==> src/rtl/hh_fixed_pkg.sv <==
// Shared Q8.8 fixed-point constants, sample payload, FSM states and saturation helper
// for the Hodgkin-Huxley neuron core.
package hh_fixed_pkg;

  localparam int unsigned FRAC_BITS = 8;
  localparam int unsigned DATA_W    = 16;
  localparam int unsigned SUM_W     = 18;
  localparam int unsigned PROD_W    = 34;
  localparam int unsigned ACC_W     = 35;

  localparam logic signed [DATA_W-1:0] V_REST_Q   = 16'shBF00;
  localparam logic signed [DATA_W-1:0] SPIKE_TH_Q = 16'sh0000;
  localparam logic signed [DATA_W-1:0] REARM_TH_Q = 16'shD800;
  localparam logic signed [DATA_W-1:0] Q_MAX      = 16'sh7FFF;
  localparam logic signed [DATA_W-1:0] Q_MIN      = 16'sh8000;

  typedef enum logic [1:0] {
    ST_IDLE = 2'd0,
    ST_SUM  = 2'd1,
    ST_MUL  = 2'd2,
    ST_UPD  = 2'd3
  } state_e;

  typedef struct packed {
    logic signed [DATA_W-1:0] dt;
    logic signed [DATA_W-1:0] i_na;
    logic signed [DATA_W-1:0] i_k;
    logic signed [DATA_W-1:0] i_leak;
    logic signed [DATA_W-1:0] i_ext;
  } sample_t;

  // Clamp a wide signed value into Q8.8 range.
  function automatic logic signed [DATA_W-1:0] sat16(input logic signed [ACC_W-1:0] x);
    if (x > ACC_W'(Q_MAX)) begin
      sat16 = Q_MAX;
    end else if (x < ACC_W'(Q_MIN)) begin
      sat16 = Q_MIN;
    end else begin
      sat16 = x[DATA_W-1:0];
    end
  endfunction

endpackage

==> src/rtl/spike_detector.sv <==
// Hysteretic action-potential detector: fires once per upward crossing of SPIKE_TH,
// re-arms only after V falls below REARM_TH, and keeps a saturating spike count.
module spike_detector
  import hh_fixed_pkg::*;
#(
  parameter logic signed [15:0] SPIKE_TH = SPIKE_TH_Q,
  parameter logic signed [15:0] REARM_TH = REARM_TH_Q
) (
  input  logic        clk,
  input  logic        rst,
  input  logic        upd,
  input  logic [15:0] v_new,
  output logic        spike,
  output logic [15:0] spike_count
);

  logic                     armed_q, armed_d;
  logic                     spike_q, spike_d;
  logic [DATA_W-1:0]        count_q, count_d;
  logic signed [DATA_W-1:0] v_s;

  assign v_s = v_new;

  always_comb begin
    armed_d = armed_q;
    spike_d = 1'b0;
    count_d = count_q;
    if (upd) begin
      if (armed_q && (v_s >= SPIKE_TH)) begin
        spike_d = 1'b1;
        armed_d = 1'b0;
        if (count_q != 16'hFFFF) begin
          count_d = count_q + 16'd1;
        end
      end else if (!armed_q && (v_s < REARM_TH)) begin
        armed_d = 1'b1;
      end
    end
  end

  always_ff @(posedge clk or posedge rst) begin
    if (rst) begin
      armed_q <= 1'b1;
      spike_q <= 1'b0;
      count_q <= '0;
    end else begin
      armed_q <= armed_d;
      spike_q <= spike_d;
      count_q <= count_d;
    end
  end

  assign spike       = spike_q;
  assign spike_count = count_q;

endmodule

==> src/rtl/membrane_integrator.sv <==
// Forward-Euler membrane-potential integrator: V += (i_ext - i_na - i_k - i_leak) * dt / C,
// one sample per four cycles through a SUM / MUL / UPD pipeline driven by a small FSM.
module membrane_integrator
  import hh_fixed_pkg::*;
#(
  parameter logic signed [15:0] V_REST   = V_REST_Q,
  parameter logic signed [15:0] SPIKE_TH = SPIKE_TH_Q,
  parameter logic signed [15:0] REARM_TH = REARM_TH_Q,
  parameter int unsigned        CM_SHIFT = 0
) (
  input  logic        clk,
  input  logic        rst,
  input  logic [15:0] dt,
  input  logic        in_valid,
  output logic        in_ready,
  input  logic [15:0] i_na,
  input  logic [15:0] i_k,
  input  logic [15:0] i_leak,
  input  logic [15:0] i_ext,
  output logic [15:0] V,
  output logic        v_valid,
  output logic        spike,
  output logic [15:0] spike_count
);

  state_e                   state_q, state_d;
  sample_t                  smp_q, smp_d;
  logic signed [SUM_W-1:0]  s_q, s_d;
  logic signed [PROD_W-1:0] p_q, p_d;
  logic signed [DATA_W-1:0] v_q, v_d;
  logic                     v_valid_q, v_valid_d;

  logic signed [PROD_W-1:0] d_c;
  logic signed [ACC_W-1:0]  acc_c;
  logic signed [DATA_W-1:0] v_new_c;
  logic                     upd_c;

  // Arithmetic shift floors toward -inf; the 35-bit sum cannot overflow before clamping.
  assign d_c     = p_q >>> (FRAC_BITS + CM_SHIFT);
  assign acc_c   = ACC_W'(v_q) + ACC_W'(d_c);
  assign v_new_c = sat16(acc_c);

  always_comb begin
    state_d   = state_q;
    smp_d     = smp_q;
    s_d       = s_q;
    p_d       = p_q;
    v_d       = v_q;
    v_valid_d = 1'b0;
    upd_c     = 1'b0;
    case (state_q)
      ST_IDLE: begin
        if (in_valid) begin
          smp_d.dt     = dt;
          smp_d.i_na   = i_na;
          smp_d.i_k    = i_k;
          smp_d.i_leak = i_leak;
          smp_d.i_ext  = i_ext;
          state_d      = ST_SUM;
        end
      end
      ST_SUM: begin
        s_d     = SUM_W'(smp_q.i_ext) - SUM_W'(smp_q.i_na)
                - SUM_W'(smp_q.i_k)   - SUM_W'(smp_q.i_leak);
        state_d = ST_MUL;
      end
      ST_MUL: begin
        p_d     = PROD_W'(s_q) * PROD_W'(smp_q.dt);
        state_d = ST_UPD;
      end
      ST_UPD: begin
        v_d       = v_new_c;
        v_valid_d = 1'b1;
        upd_c     = 1'b1;
        state_d   = ST_IDLE;
      end
      default: state_d = ST_IDLE;
    endcase
  end

  always_ff @(posedge clk or posedge rst) begin
    if (rst) begin
      state_q   <= ST_IDLE;
      smp_q     <= '0;
      s_q       <= '0;
      p_q       <= '0;
      v_q       <= V_REST;
      v_valid_q <= 1'b0;
    end else begin
      state_q   <= state_d;
      smp_q     <= smp_d;
      s_q       <= s_d;
      p_q       <= p_d;
      v_q       <= v_d;
      v_valid_q <= v_valid_d;
    end
  end

  spike_detector #(
    .SPIKE_TH (SPIKE_TH),
    .REARM_TH (REARM_TH)
  ) u_spike_detector (
    .clk         (clk),
    .rst         (rst),
    .upd         (upd_c),
    .v_new       (v_new_c),
    .spike       (spike),
    .spike_count (spike_count)
  );

  assign in_ready = (state_q == ST_IDLE);
  assign V        = v_q;
  assign v_valid  = v_valid_q;

endmodule

==> config.mk <==
export PLATFORM = sky130hd
export DESIGN_NAME = membrane_integrator
export DESIGN_NICKNAME = d
export VERILOG_FILES = /design/src/rtl/hh_fixed_pkg.sv /design/src/rtl/spike_detector.sv /design/src/rtl/membrane_integrator.sv
export SDC_FILE = /design/constraint.sdc
export NUM_CORES = 1
export LEC_CHECK = 0
export CAP_MARGIN = 20
export CORE_MARGIN = 1
export CORE_UTILIZATION = 55
export DETAILED_ROUTE_END_ITERATION = 8
export GPL_TIMING_DRIVEN = 0
export HOLD_SLACK_MARGIN = 0.15
export PLACE_DENSITY = 0.75
export REMOVE_ABC_BUFFERS = 1
export SYNTH_ARGS = -nofsm -noshare
export SYNTH_HDL_FRONTEND = slang
export SYNTH_SLANG_ARGS = --single-unit
export TNS_END_PERCENT = 100
==> constraint.sdc <==
create_clock -name clk -period 7.7 [get_ports clk]
set_input_delay 2.31 -clock clk [delete_from_list [all_inputs] [get_ports clk]]
set_output_delay 2.31 -clock clk [all_outputs]
set_load 0.1 [all_outputs]
==> run metrics <==
status=finished clean; TritonCTS clock tree=yes; YS warnings=0; Slew HR=between 30% and 40%; Hold-fix buffers, CTS=0; Pins Over Slew Limit=0; post-route ant nets=0; routed len/inst=16.54 um; final hold viol count=0; vias in the first global route=15,180; H-tree level count=4; total CTS buffers=17; Vias=approximately 14,000; Die Ht=191.6 um; Synth Cell Area=0.01976 mm^2; sequential fraction of the synthesis area=between 20% and 30%; Port-buffer cells=117; chip width=191.6 um; Post-CTS Resized=0; core area=0.03548 mm^2; Crit Path Max Fanout=19; Period minus WS final=7147 ps; DRC errors left=0; Netlist cell types=70; slew at the pin with the worst max-slew slack=977.5 ps; root buffer cell=clkbuf_16; Post-synth EDFFs=0; most frequent CP cell=fa_1; # rows=69; share of cells above drive strength 1=9.256%; synth cell count leaders=383 x inv_1, 323 x fa_1, 181 x nand2_1; dpl ws=between 600 and 700 ps; I/O pin total=118; gpl congestion=roughly 0.88; Clock Path Buffers=2; first-pass GRT wire length=72,050 um; gr ovfl total=0; Setup Skew=19.39 ps; diodes inserted=0; TritonCTS Sinks=161; PnR worst setup slack=552.6 ps; delay-heaviest family, CP=adder cells; Final Cycle Share=between 90% and 100%; register bit total from synthesis=161; drt initial violations=a little under 800; fmax=0.1399 GHz; Via density=around 5.5; Synth area leaders=fa_1 33%, dfrtp_1 19%, ha_1 8.4%, inv_1 7.3%, mux2_2 6.6%; antenna violations before repair=0; CP peak stage delay=between 900 and 1000 ps; crit path kind=reg2reg; Pre-antenna DRT Iters=5; NumNets Final=roughly 2,600; Core Util, Final=between 60 and 70%; WP buf/inv=3; initial core utilization=55.69%; maxcap violations=0; die area=0.03669 mm^2; largest area contributor in the netlist=fa_1; RSZ-0062 raised after global routing=no; Avg Cell Area, Syn=about 10 um^2; Async SR Flop Fraction=100.0%; Post-CTS Setup Inserts=0; placed wire-length estimate=32,120 um; CP arrival=7480 ps; CP required=between 8000 and 9000 ps; crit-path cells=nand2_1 -> inv_1 -> fa_1 -> fa_1 -> fa_1 -> fa_1 -> fa_1 -> inv_1 -> fa_1 -> inv_1 -> ha_1 -> and4_1 -> nand4_1 -> o221ai_1 -> a31oi_1 -> a31oi_1 -> a21oi_1 -> xnor2_1 -> mux2_2; Cells after Synth=1,954; later-pin clock latency in the skew report=460 ps; largest net degree at the start of global routing=124; GR Util All Layers=24.98%; final setup vio count=0; Critical Path End Type=flip-flop; Post-synth top flop=dfrtp_1; Worst Hold Class=reg2reg; Critical Path Start Type=flip-flop; Syn-to-layout area delta=11.16%; Crit-path slowest cell=fa_1; WL final=41,390 um; Yosys top cell area share=32.72%; dominant cell by count in the synthesized netlist=inv_1; clock-pin slew on the worst setup and hold paths=80 ps
registers in the layout (all words and copies together) (netlist names):
| signal | cells |
|---|---|
| smp_q | 80 |
| p_q | 26 |
| s_q | 18 |
| V | 16 |
| u_spike_detector.spike_count | 16 |
| state_q | 2 |
| u_spike_detector.armed_q | 1 |
| u_spike_detector.spike | 1 |
| v_valid | 1 |
worst register-to-register path: cells and delay by family (launching register included):
kind	cells	cell delay, ps
buffers and inverters	3	260
adder cells (fa/ha/maj)	7	3920
flip-flops	1	870
AO/OA/AOI/OAI	4	990
AND/OR/NAND/NOR	3	580
multiplexers	1	260
XOR/XNOR	1	140
per-layer routing:
metal	global-route usage, %	vias up	share of wire (%)
li1	-	6275	-
met1	31.16	6998	41
met2	43.60	312	52
met3	3.249	102	3.6
met4	10.50	0	3.4
met5	0	-	0
cells in the final DEF, fill, tap and decap left out, types with 18 or more instances in the layout:
cell             Yosys  layout
mux2_2             115     115
clkdlybuf4s50_1      0     117
fa_1               323     323
inv_1              383     382
nand2_1            181     180
ha_1               132     132
a21oi_1             57      57
a21o_1              23      23
dfrtp_1            153     153
and2_1             138     138
nand3_1             18      18
o21ai_0             28      28
nor2_1              67      67
xnor2_1             68      68
final cells by class:
type                       instances  area (um^2)
fill                            2887        13520
sequential                       161         4039
timing repair buffer             123         1310
clock buffer                      19        432.9
tap                              461        576.8
inverter                         383         1445
clock inverter                    13        133.9
multi-input combinational       1343        14030
metrics by stage:
stage / TNS (ps) / instance area (um^2) / cells / hold slack (ps)
6_report: 0 / 21970 / 2503 / 489.6
3_3_place_gp: -183360 / 21250 / 2465 / 474.3
3_5_place_dp: 0 / 21360 / 2469 / 480.0
2_1_floorplan: 0 / 19500 / 1887 / 479.7
5_1_grt: 0 / 21970 / 2503 / 512.3
4_1_cts: 0 / 21930 / 2501 / 493.8
logic make-up after synthesis:
kind of cell,count (synthesis),synth area share (%)
compound gates,207,7.218
xor+xnor,80,3.546
fa+ha+maj,455,41.08
buf+inv,450,8.605
flops,161,20.44
mux,118,6.711
simple gates,483,12.40
path summary, 6_finish.rpt:
| kind | startpoint | endpoint | slack, ps | depth (start not counted) |
|---|---|---|---|---|
| max in group asynchronous | rst | smp_q[1] | 4530 | 3 |
| setup reg to reg | smp_q[65] | p_q[32] | 550 | 19 |
| setup / recovery | smp_q[65] | p_q[32] | 550 | 19 |
| min in group asynchronous | rst | u_spike_detector.spike_count[4] | 2230 | 2 |
| hold reg to reg | u_spike_detector.spike_count[10] | u_spike_detector.spike_count[10] | 490 | 1 |
| hold / removal | u_spike_detector.spike_count[10] | u_spike_detector.spike_count[10] | 490 | 1 |
Power is not shown: default switching activity piles up to over one toggle a cycle in this logic, so the estimate is an artifact.
